File: src/rtl/tdc_meas_seq_pkg.sv
// Shared types for the TDC measurement sequencer: control-line encoding, run
// configuration, sequencer state and small formatting helpers.
package tdc_meas_seq_pkg;

    localparam int TDC_CODE_W  = 8;
    localparam int TDC_NSAMP_W = 4;
    localparam int TDC_ACC_W   = TDC_CODE_W + TDC_NSAMP_W;

    typedef enum logic [1:0] {
        PG_IN  = 2'd0,
        PG_TOG = 2'd1,
        PG_EXT = 2'd2
    } pg_src_t;

    typedef enum logic {
        BYPASS = 1'b0,
        REG    = 1'b1
    } tdc_mode_t;

    typedef struct packed {
        pg_src_t   pg_src;
        tdc_mode_t mode;
    } ctrl_lines;

    localparam ctrl_lines CTL_RESET = '{pg_src: PG_IN, mode: BYPASS};

    typedef struct packed {
        ctrl_lines                ctl;
        logic [TDC_NSAMP_W-1:0]   nsamp;
    } meas_cfg_t;

    localparam logic [2:0] S_IDLE   = 3'd0;
    localparam logic [2:0] S_SETTLE = 3'd1;
    localparam logic [2:0] S_LAUNCH = 3'd2;
    localparam logic [2:0] S_WAIT   = 3'd3;
    localparam logic [2:0] S_DONE   = 3'd4;

    typedef enum logic [2:0] {
        ST_IDLE   = S_IDLE,
        ST_SETTLE = S_SETTLE,
        ST_LAUNCH = S_LAUNCH,
        ST_WAIT   = S_WAIT,
        ST_DONE   = S_DONE
    } seq_state_t;

    function automatic string print_ctl_line_status(input ctrl_lines c);
        return $sformatf("ctl pg_src=%s mode=%s", c.pg_src.name(), c.mode.name());
    endfunction

    function automatic string print_meas_result(
        input logic [TDC_ACC_W-1:0]   sum,
        input logic [TDC_CODE_W-1:0]  min_code,
        input logic [TDC_CODE_W-1:0]  max_code,
        input logic [TDC_NSAMP_W-1:0] nvalid,
        input logic [TDC_NSAMP_W-1:0] nmiss
    );
        return $sformatf("meas sum=%0d min=%0d max=%0d nvalid=%0d nmiss=%0d",
                         sum, min_code, max_code, nvalid, nmiss);
    endfunction

endpackage

File: src/rtl/tdc_meas_seq_timer.sv
// Loadable down-counter shared by the settle and response-timeout phases.
// o_expired marks the last counted cycle (count==1) so a load of N spans N cycles.
module tdc_seq_timer #(
    parameter int CNT_W = 5
) (
    input  logic             clk,
    input  logic             rst,
    input  logic             i_load,
    input  logic [CNT_W-1:0] i_load_val,
    output logic             o_expired
);

    logic [CNT_W-1:0] r_cnt;

    always_ff @(posedge clk or posedge rst) begin
        if (rst) begin
            r_cnt <= '0;
        end else if (i_load) begin
            r_cnt <= i_load_val;
        end else if (r_cnt != '0) begin
            r_cnt <= r_cnt - 1'b1;
        end
    end

    assign o_expired = (r_cnt == CNT_W'(1));

endmodule

File: src/rtl/tdc_meas_seq.sv
// Measurement sequencer: latches a run configuration, drives the TDC control
// lines, settles, launches N pulses and accumulates sum/min/max/miss statistics.
module tdc_meas_seq
    import tdc_meas_seq_pkg::*;
#(
    parameter int CODE_W      = TDC_CODE_W,
    parameter int NSAMP_W     = TDC_NSAMP_W,
    parameter int SETTLE_CYC  = 4,
    parameter int TIMEOUT_CYC = 16
) (
    input  logic                      clk,
    input  logic                      rst,
    input  logic                      start_i,
    input  meas_cfg_t                 cfg_i,
    input  logic                      abort_i,
    input  logic                      ack_i,
    output ctrl_lines                 ctl_o,
    output logic                      launch_o,
    input  logic                      code_valid_i,
    input  logic [CODE_W-1:0]         code_i,
    output logic                      busy_o,
    output logic                      done_o,
    output logic [CODE_W+NSAMP_W-1:0] sum_o,
    output logic [CODE_W-1:0]         min_o,
    output logic [CODE_W-1:0]         max_o,
    output logic [NSAMP_W-1:0]        nvalid_o,
    output logic [NSAMP_W-1:0]        nmiss_o,
    output seq_state_t                dbg_state_o
);

    localparam int ACC_W   = CODE_W + NSAMP_W;
    // Settle is loaded with one extra cycle so the first launch lands SETTLE_CYC+1 after start.
    localparam int TMR_MAX = (SETTLE_CYC + 1 > TIMEOUT_CYC) ? SETTLE_CYC + 1 : TIMEOUT_CYC;
    localparam int TMR_W   = $clog2(TMR_MAX + 1);

    seq_state_t          r_state;
    seq_state_t          w_next;
    ctrl_lines           r_ctl;
    logic [NSAMP_W-1:0]  r_nsamp;
    logic [ACC_W-1:0]    r_sum;
    logic [CODE_W-1:0]   r_min;
    logic [CODE_W-1:0]   r_max;
    logic [NSAMP_W-1:0]  r_nvalid;
    logic [NSAMP_W-1:0]  r_nmiss;

    logic                w_busy;
    logic                w_accept;
    logic                w_abort;
    logic                w_code_ok;
    logic                w_miss;
    logic                w_resolve;
    logic                w_last;
    logic [NSAMP_W:0]    w_resolved_cnt;
    logic                w_tmr_load;
    logic [TMR_W-1:0]    w_tmr_val;
    logic                w_tmr_exp;

    tdc_seq_timer #(
        .CNT_W (TMR_W)
    ) u_timer (
        .clk        (clk),
        .rst        (rst),
        .i_load     (w_tmr_load),
        .i_load_val (w_tmr_val),
        .o_expired  (w_tmr_exp)
    );

    assign w_busy    = (r_state == ST_SETTLE) || (r_state == ST_LAUNCH) || (r_state == ST_WAIT);
    assign w_accept  = (r_state == ST_IDLE) && start_i;
    assign w_abort   = w_busy && abort_i;
    // A valid in the expiry cycle wins over the timeout.
    assign w_code_ok = (r_state == ST_WAIT) && code_valid_i && !abort_i;
    assign w_miss    = (r_state == ST_WAIT) && w_tmr_exp && !code_valid_i && !abort_i;
    assign w_resolve = w_code_ok || w_miss;

    assign w_resolved_cnt = {1'b0, r_nvalid} + {1'b0, r_nmiss} + {{NSAMP_W{1'b0}}, 1'b1};
    assign w_last         = (w_resolved_cnt == {1'b0, r_nsamp});

    always_comb begin
        w_next     = r_state;
        w_tmr_load = 1'b0;
        w_tmr_val  = '0;
        case (r_state)
            ST_IDLE: begin
                if (start_i) begin
                    if (cfg_i.nsamp == '0) begin
                        w_next = ST_DONE;
                    end else begin
                        w_next     = ST_SETTLE;
                        w_tmr_load = 1'b1;
                        w_tmr_val  = TMR_W'(SETTLE_CYC + 1);
                    end
                end
            end
            ST_SETTLE: begin
                if (w_tmr_exp) w_next = ST_LAUNCH;
            end
            ST_LAUNCH: begin
                w_next     = ST_WAIT;
                w_tmr_load = 1'b1;
                w_tmr_val  = TMR_W'(TIMEOUT_CYC);
            end
            ST_WAIT: begin
                if (w_resolve) w_next = w_last ? ST_DONE : ST_LAUNCH;
            end
            ST_DONE: begin
                if (ack_i) w_next = ST_IDLE;
            end
            default: w_next = ST_IDLE;
        endcase
        if (w_abort) begin
            w_next     = ST_IDLE;
            w_tmr_load = 1'b0;
        end
    end

    always_ff @(posedge clk or posedge rst) begin
        if (rst) begin
            r_state <= ST_IDLE;
        end else begin
            r_state <= w_next;
        end
    end

    // Results and configuration only change on an accepted start or a resolved WAIT.
    always_ff @(posedge clk or posedge rst) begin
        if (rst) begin
            r_ctl    <= CTL_RESET;
            r_nsamp  <= '0;
            r_sum    <= '0;
            r_min    <= '1;
            r_max    <= '0;
            r_nvalid <= '0;
            r_nmiss  <= '0;
        end else if (w_accept) begin
            r_ctl    <= cfg_i.ctl;
            r_nsamp  <= NSAMP_W'(cfg_i.nsamp);
            r_sum    <= '0;
            r_min    <= '1;
            r_max    <= '0;
            r_nvalid <= '0;
            r_nmiss  <= '0;
        end else if (w_code_ok) begin
            r_sum    <= r_sum + ACC_W'(code_i);
            r_nvalid <= r_nvalid + 1'b1;
            if (code_i < r_min) r_min <= code_i;
            if (code_i > r_max) r_max <= code_i;
        end else if (w_miss) begin
            r_nmiss  <= r_nmiss + 1'b1;
        end
    end

    assign ctl_o       = r_ctl;
    assign launch_o    = (r_state == ST_LAUNCH) && !abort_i;
    assign busy_o      = w_busy;
    assign done_o      = (r_state == ST_DONE);
    assign sum_o       = r_sum;
    assign min_o       = r_min;
    assign max_o       = r_max;
    assign nvalid_o    = r_nvalid;
    assign nmiss_o     = r_nmiss;
    assign dbg_state_o = r_state;

    a_count_bound: assert property (@(posedge clk) disable iff (rst)
        ({1'b0, r_nvalid} + {1'b0, r_nmiss}) <= {1'b0, r_nsamp});

endmodule

File: config.mk
export PLATFORM = sky130hd
export DESIGN_NAME = tdc_meas_seq
export DESIGN_NICKNAME = d
export VERILOG_FILES = /design/src/rtl/tdc_meas_seq_pkg.sv /design/src/rtl/tdc_meas_seq_timer.sv /design/src/rtl/tdc_meas_seq.sv
export SDC_FILE = /design/constraint.sdc
export NUM_CORES = 1
export LEC_CHECK = 0
export ABC_AREA = 1
export BUFFER_PORTS_ARGS = -buffer_cell sky130_fd_sc_hd__buf_2
export CORE_MARGIN = 8
export CORE_UTILIZATION = 45
export DETAILED_ROUTE_END_ITERATION = 10
export PLACE_DENSITY = 0.67
export SLEW_MARGIN = 0
export SYNTH_ARGS = -nofsm -noshare
export SYNTH_HDL_FRONTEND = slang
export SYNTH_SLANG_ARGS = --single-unit
File: constraint.sdc
create_clock -name clk -period 2.4 [get_ports clk]
set_input_delay 0.12 -clock clk [delete_from_list [all_inputs] [get_ports clk]]
set_output_delay 0.12 -clock clk [all_outputs]
set_load 0.005 [all_outputs]
-- Yosys cells after proc, flatten, opt, wreduce, memory -nomap -nowiden
Cells that the tools add are included.
- bits in registers: 51
- latch bits: 0
- bits in writable memories: 0
- bits in read-only memories: 0
- logic and storage cells: 84
- memories kept: 0
- $add $sub $neg: 6
- multiply operators: 0
- div/mod/pow operators: 0
- $lt $le $gt $ge: 2
- eq/ne operators: 11
- shift-type cells: 0
- muxes and demuxes: 30
- bitwise operators: 0
- reduce and logical (&&, ||, !) cells: 25
- operators with widths (operator ; count):
    $mux W8 ; 6
    $mux W3 ; 9
    $mux W12 ; 2
    $mux W4 ; 5
    $pmux W3 S5 ; 1
    $add A12 B8 Y12 ; 1
    $mux W5 ; 2
    $pmux W5 S2 ; 1
    $reduce_bool A2 Y1 ; 5
    $ne A3 B3 Y1 const B ; 3
    $add A4 B1 Y4 const B ; 2
    $gt A8 B8 Y1 ; 1
    $logic_and A1 B1 Y1 ; 8
    $lt A8 B8 Y1 ; 1
    $eq A3 B2 Y1 const B ; 2
    $reduce_and A2 Y1 ; 3
    $add A4 B4 Y5 ; 1
    $add A5 B1 Y5 const B ; 1
    $eq A5 B1 Y1 const B ; 1
    $eq A5 B4 Y1 ; 1
    $reduce_bool A5 Y1 ; 1
    $sub A5 B1 Y5 const B ; 1
    $logic_not A4 Y1 ; 1
    $reduce_and A4 Y1 ; 1
    9 further kinds ; 14

-- Logic depth before layout (Yosys ltp)
Gate-level depths: netlist (run 1).
- depth in word-level cells: 8
- mapped depth: 14
- gate-level depth less buffers: 14

-- Hierarchy
Synthesis (run 1) repeated with hierarchy kept, for this count alone.
- cells, all modules: 473
- area, all modules: 3465.8 um2
- by module, submodules not included (module ; instances ; cells each ; area an instance (um2)):
    tdc_meas_seq ; 1 ; 426 ; 3129.3
    tdc_seq_timer ; 1 ; 47 ; 336.6

-- Worst setup path after synthesis (run 1)
Ideal clock, no wire load.
- kind: register -> register
- start point: register r_nvalid[0], in the netlist nvalid_o[0]
- end point: register r_state[1], in the netlist dbg_state_o[1]
- library setup time: 124 ps
- data arrival time: 1658 ps
- required time: 2276 ps
- path slack: 618 ps
- stages on the path, launching flop included: 13
- path buffers: 0
- clock period less this slack: 1782 ps
- cell sequence: dfrtp_1 -> inv_1 -> ha_1 -> inv_1 -> fa_1 -> inv_1 -> nand2_1 -> nand2_1 -> nand3_1 -> nor2_1 -> nand2_1 -> nor2_1 -> o21bai_1
- cells in the longest elaborated chain, start to end: 7
- RTL lines (element ; line ; RTL):
    start: declaration ; tdc_meas_seq.sv:43 ; logic [NSAMP_W-1:0] r_nvalid;
    start signal: assignment ; tdc_meas_seq.sv:145 ; r_nvalid <= r_nvalid + 1'b1;
    $add A4 B4 Y5 ; tdc_meas_seq.sv:76 ; assign w_resolved_cnt = {1'b0, r_nvalid} + {1'b0, r_nmiss} + {{NSAMP_W{1'b0}}, 1'b1};
    $add A5 B1 Y5 ; tdc_meas_seq.sv:76 ;
    $eq A5 B4 Y1 ; tdc_meas_seq.sv:77 ; assign w_last = (w_resolved_cnt == {1'b0, r_nsamp});
    $mux W3 (2 in series) ; tdc_meas_seq.sv:104 ; if (w_resolve) w_next = w_last ? ST_DONE : ST_LAUNCH;
    $pmux W3 S5 ; tdc_meas_seq.sv:83 ; case (r_state)
    $mux W3 ; tdc_meas_seq.sv:111 ; if (w_abort) begin
    end signal: assignment ; tdc_meas_seq.sv:121 ; r_state <= w_next;
    end: declaration ; tdc_meas_seq.sv:36 ; seq_state_t r_state;
No other way between the ends. The select of a mux whose other input is x is not followed.
A chain may end at the register's enable or synchronous reset.

-- Worst setup path in the final report (run 1)
Ends and elaborated chain as after synthesis.

==> impl_metrics.toml, run 1 <==
[synthesis]
syn-num-nets = 518
synth_warnings = 0
avgSynthCellArea_um2 = 7.499
synth_commonest_cells = "nand2_1 (137), inv_1 (59), dfrtp_1 (43)"
synth_cells = 463
async_flop_share_pct = 100.0
yosysTopAreaCell = "dfrtp_1"
seq_area_frac_synth_pct = 37.05
synth_top_area_share_pct = 30.99
synthesis.area_mm2 = 0.003472
synth_ff_type = "dfrtp_1"
synth_cell_types = 37
synth_area_leaders = "dfrtp_1 (31%), nand2_1 (15%), ha_1 (12%)"
ys_ff_latch = 51
synth_edf_count = 0
synth_most_common_cell = "nand2_1"

[worst_setup_path]
regToRegSetupSlack_ps = 480
crit_required_ps = 2590
cp_max_fo = 4
r2r_start = "nvalid_o[0]$_DFFE_PP0P_"
critPathKind = "reg -> reg"
arrival_ps = 2120
reg2reg_depth = 11
crit_path_end_kind = "flip-flop"
r2r-end = "dbg_state_o[1]$_DFFE_PP0P_"
cp-start-kind = "flip-flop"

[clock_network]
clkTransAtPathRegs_ps = 100
cts-root-buf = "clkbuf_8"
clkSinkCount = 51
cts_resized = 0
insertion_delay_ps = 310
cts_buffers = 5
cts_hold_buf = 3
cts_tree = "built"
cts_max_level = 2
cts_buffer_depth = 2
cts_setup_buffers = 0

[timing]
final.setup.tns_ps = 0
fin_hold_ws_ps = 9.640
min_period_over_period_pct = 80.05
clock.fmax_ghz = 0.5205
setup_viol = 0
rsz0062_at_grt = "false"
finalCriticalPeriod_ps = 1921
tightest_slew_ps = 556.8
hold_viol = 0
slew-limit-headroom_pct = 62.83
skew_ps = 6.871
finalMaxSlewViolations = 0

[pwr]
p_int_uw = 2058
power.switching_uw = 1587
p_leak_uw = 0.002296
ir_worst_vdd_mv = 0.3390
cellPowerDensity_mw_per_mm2 = 908.9
p_seq_share_pct = 38.1
p_clk_share_pct = 14.2
switching_share_pct = 43.54
power_frac_comb_pct = 47.7

[min_path]
worstHoldStart = "cfg_i[6]"
hold_class = "in -> reg"
hold_path_end = "ctl_o[2]$_DFFE_PP0P_"
min_path_cells = 3

[die]
die_area_mm2 = 0.01078
core-area_mm2 = 0.007607
fp.dieH_um = 103.8
num_rows = 32
io_pins = 66
start_util_pct = 45.64
die_w_um = 103.8

[place]
portBuffers = 65
placed_area_mm2 = 0.003891
place.detailed.hpwl_mm = 6.684
routabilityCongestion = 0.9053

[grt]
grt_pass1_vias = 3153
grt.overflow.total = 0
grtUsageTotal_pct = 16.09
grt_pass1_wl_mm = 14.72
grt_antenna_before_repair = 0
grt_start_max_net_pins = 29

[cells_and_area]
nNetsFinal = 589
fin_area_mm2 = 0.004010
drive_gt1_share_pct = 21.31
antenna-diode-count = 0
fillCellCount = 783
final-seq-area_mm2 = 0.001286
area_growth_pct = 15.50
multi_input_area_mm2 = 0.001879
final_core_util_pct = 52.71

[route]
routed_wl_mm = 8.621
wl_met2_mm = 4.026
wl_met3_um = 538
routed_via_density = 4.965
drtPass1Iterations = 4
drc = 0
ant_nets = 0
met1_length_mm = 3.952
top_layer_used = "met4"
first_iter_violations = 86
drt-wirelength-per-cell_um = 13.53
num_vias = 3163

[outcome]
status = "finished, final reports clean"

[run]
maxCapViolCount = 0
## worst max-delay path by stage
| stage | from | to | slack (ps) | cells after the start |
|---|---|---|---|---|
| finish | nvalid_o[0]$_DFFE_PP0P_ | dbg_state_o[1]$_DFFE_PP0P_ | 480 | 11 |
| global route | nvalid_o[0]$_DFFE_PP0P_ | dbg_state_o[1]$_DFFE_PP0P_ | 280 | 12 |
| CTS | nvalid_o[0]$_DFFE_PP0P_ | dbg_state_o[1]$_DFFE_PP0P_ | 480 | 12 |
| detailed placement | nvalid_o[0]$_DFFE_PP0P_ | dbg_state_o[1]$_DFFE_PP0P_ | 490 | 12 |
| global placement | sum_o[0]$_DFFE_PP0P_ | sum_o[8]$_DFFE_PP0P_ | 530 | 11 |
| floorplan | nvalid_o[0]$_DFFE_PP0P_ | dbg_state_o[1]$_DFFE_PP0P_ | 620 | 12 |
## cell usage in the layout, fill, tap and decap left out, types with 2 or more instances in the layout
cell type / count
nand2_1: 137
buf_2: 65
inv_1: 58
dfrtp_1: 43
nand3_1: 40
nor2_1: 35
ha_1: 32
a21oi_1: 21
o21ai_0: 14
inv_2: 9
dfstp_2: 8
or2_2: 6
nand4_1: 5
nand2_2: 5
nor3_1: 5
clkbuf_8: 5
a31oi_1: 4
nor2_4: 3
nand2_4: 3
o21ai_1: 3
xor2_1: 3
dlygate4sd3_1: 3
nand3b_1: 2
and3_1: 2
a22o_1: 2
nor3_2: 2
a21o_1: 2
xnor2_1: 2
fa_1: 2
buf_4: 2
## routing by layer
metal,up-vias,track usage [%]
met1,1456,20.21
li1,1629,-
met4,0,4.240
met3,10,3.656
met5,-,0
met2,68,27.09
## final cells by class
| class | count | area share (%) |
|---|---|---|
| multi-input cells | 338 | 46.86 |
| flip-flops and latches | 51 | 32.07 |
| repair buffers | 70 | 9.236 |
| inverters | 68 | 6.427 |
| well taps | 102 | 3.183 |
| clock buffers | 6 | 1.810 |
| clock inverters | 2 | 0.4056 |
## cell families after synthesis
group,synth area share (%)
and+or+nand+nor,31.75
buffers and inverters,8.829
AOI/OAI and AO/OA,8.433
DFF,37.04
adders and majority gates,12.68
xor gates and xnor gates,1.261
## state kept, by name, indices dropped and copies added, names as in the netlist
| signal | cells |
|---|---|
| nvalid_o | 4 |
| u_timer.r_cnt | 5 |
| ctl_o | 3 |
| max_o | 8 |
| nmiss_o | 4 |
| min_o | 8 |
| r_nsamp | 4 |
| dbg_state_o | 3 |
| sum_o | 12 |
## power groups by stage
stage	combinational [uW]	sequential, uW	clock, uW
4_1_cts	1760	1390	539
6_report	1740	1390	518
3_5_place_dp	1750	1400	0
2_1_floorplan	1240	1380	0
3_3_place_gp	1700	1390	0
5_1_grt	2020	1430	568
## per-stage QoR
step / power [uW] / instances / worst slack [ps]
2_1_floorplan: 2621 / 463 / 617.9
3_3_place_gp: 3096 / 626 / 533.2
3_5_place_dp: 3150 / 626 / 486.0
4_1_cts: 3683 / 637 / 475.6
5_1_grt: 4012 / 637 / 275.8
6_report: 3645 / 637 / 478.7
## critical path, cell delays in order, from the launching register on
cell and delay [ps]:
dfrtp_1 420, inv_1 130, ha_1 160, inv_1 50
fa_1 500, nand2_1 60, nand2_1 80, nand3_1 70
nor2_1 110, nand2_1 60, nor2_1 100, o21bai_1 80
No activity file was read; power rests on OpenSTA's default activity.
==> inputs of run 2 (changes only) <==
Clock period 2.4 ns to 1.8 ns, I/O delays scaled along.
==> run 2 against run 1 <==
  * The run now ends with setup timing left
  * Critical endpoint is now dbg_state_o[2]$_DFFE_PP0P_
  * Design area up 5.9%
  * Sequential power up 32%
  * Total power up 41%
  * Critical path depth up 2
  * Highest routed layer unchanged
  * Flip-flop and latch count unchanged
  * Final cell count up 2.8%
  * Via count up 3.3%
  * Largest power group unchanged
  * Critical path type unchanged
  * Routed wire length down 0.23%
==> impl_metrics.toml, run 2 (same netlist as run 1, synthesis figures left out) <==
[outcome]
status = "complete, but fails checks"
violations = "setup timing"

[route]
routed_via_density = 4.986
drt-wirelength-per-cell_um = 13.13
wl_met2_mm = 4.103
met1_length_mm = 3.896
wl_met3_um = 544
drtPass1Iterations = 5
first_iter_violations = 131
top_layer_used = "met4"
ant_nets = 0
num_vias = 3266
routed_wl_mm = 8.601
drc = 0

[grt]
grt_pass1_vias = 3141
grt.overflow.total = 0
grt_start_max_net_pins = 32
grtUsageTotal_pct = 16.03
grt_antenna_before_repair = 0
grt_pass1_wl_mm = 14.63

[die]
die_area_mm2 = 0.01078
core-area_mm2 = 0.007607
io_pins = 66
die_w_um = 103.8
num_rows = 32
fp.dieH_um = 103.8
start_util_pct = 45.64

[worst_setup_path]
crit_path_end_kind = "flip-flop"
regToRegSetupSlack_ps = -0.3
critPathKind = "reg -> reg"
r2r_start = "nmiss_o[0]$_DFFE_PP0P_"
cp-start-kind = "flip-flop"
cp_max_fo = 2
arrival_ps = 2040
reg2reg_depth = 13
r2r-end = "dbg_state_o[2]$_DFFE_PP0P_"
crit_required_ps = 2040

[timing]
skew_ps = 14.73
setup_viol = 1
finalMaxSlewViolations = 0
tightest_slew_ps = 475.7
slew-limit-headroom_pct = 68.24
hold_viol = 0
rsz0062_at_grt = "true"
final.setup.tns_ps = -0.2729
min_period_over_period_pct = 100.0
finalCriticalPeriod_ps = 1800
timing.final.ws_setup_ps = -0.2729
clock.fmax_ghz = 0.5555

[cells_and_area]
multi_input_area_mm2 = 0.001959
drive_gt1_share_pct = 26.76
area_growth_pct = 22.34
layout_common_cells = "nand2_1 (134), buf_2 (65), inv_1 (53)"
antenna-diode-count = 0
final_common_cell = "nand2_1"
final-seq-area_mm2 = 0.001287
largest_register_ffs = 12
nNetsFinal = 607
fillCellCount = 715
final_cells = 655

[min_path]
hold_path_end = "r_nsamp[1]$_DFFE_PP0P_"
worstHoldStart = "cfg_i[1]"
hold_class = "in -> reg"
min_path_cells = 3

[clock_network]
clkTransAtPathRegs_ps = 100
cts_buffer_depth = 2
insertion_delay_ps = 310
cts_tree = "built"
cts-root-buf = "clkbuf_8"
cts_buffers = 5
clkSinkCount = 51
cts_max_level = 2

[pwr]
ir_worst_vdd_mv = 0.5119
p_leak_uw = 0.002396
cellPowerDensity_mw_per_mm2 = 1213
finalPower_uw = 5151

[place]
dp_cells = 636
pre_cts_ws_ps = -24.01
portBuffers = 65
routabilityCongestion = 0.8711
place.detailed.hpwl_mm = 6.601

[run]
maxCapViolCount = 0
[run 2: cell types whose count changed in the layout (fill, tap and decap cells not counted), sizes merged]
cell / delta
dlygate4sd3: +1
buf: +17
[run 2: how the worst max path moves through the flow]
stage / cells after the start / to / startpoint / slack [ps]
detailed placement: 12 / dbg_state_o[1]$_DFFE_PP0P_ / nvalid_o[0]$_DFFE_PP0P_ / -20
floorplan: 12 / dbg_state_o[1]$_DFFE_PP0P_ / nvalid_o[0]$_DFFE_PP0P_ / 20
global placement: 12 / dbg_state_o[1]$_DFFE_PP0P_ / nvalid_o[0]$_DFFE_PP0P_ / 50
CTS: 12 / dbg_state_o[2]$_DFFE_PP0P_ / nmiss_o[0]$_DFFE_PP0P_ / -40
finish: 13 / dbg_state_o[2]$_DFFE_PP0P_ / nmiss_o[0]$_DFFE_PP0P_ / -0.3
global route: 13 / dbg_state_o[2]$_DFFE_PP0P_ / nmiss_o[0]$_DFFE_PP0P_ / -180
[run 2: worst max-delay path, cell delays in order (launching register included)]
cell and delay, ps:
dfrtp_1 400, inv_2 80, ha_4 130, inv_2 40, fa_1 460, inv_1 70
nand2_1 60, nand2_2 60, nand4_1 70, nor2_1 120, nand3_1 80, nand2_1 80
nand2_1 50, nand2_1 50
[run 2: metal layers]
metal  GRT usage, %  vias to the layer above
li1               -                     1664
met5              0                        -
met2          27.64                       82
met1          19.86                     1513
met3          4.089                        7
met4          2.792                        0
[run 2: timing repair]
action                                 in CTS  in global routing
resized for setup                           6                 23
hold buffers                                4                  0
endpoints found under the hold margin      23                  0
buffers inserted                            2                  5
setup endpoints to repair                   3                 22
pin swaps                                   8                  8
[run 2: final cells by class]
| type | count | share of cell area (%) |
|---|---|---|
| inverters | 68 | 6.127 |
| multi-input cells | 338 | 46.13 |
| repair buffers | 88 | 12.34 |
| clock inverters | 2 | 0.3829 |
| flip-flops and latches | 51 | 30.31 |
| clock buffers | 6 | 1.708 |
| well taps | 102 | 3.004 |
[run 2: stage by stage]
step	utilization [%]	hold slack, ps	cell area (um2)
floorplan	-	199.6	3472
global placement	52.30	156.3	3979
detailed placement	52.30	159.7	3979
CTS	54.39	5.255	4138
global route	55.84	43.37	4248
finish	55.84	17.80	4248
[run 2: power breakdown]
| part | switching [uW] | internal [uW] | total (uW) |
|---|---|---|---|
| Combinational | 1540 | 1090 | 2630 |
| Sequential | 272 | 1560 | 1830 |
| Clock | 411 | 281 | 692 |
| Total | 2220 | 2930 | 5150 |
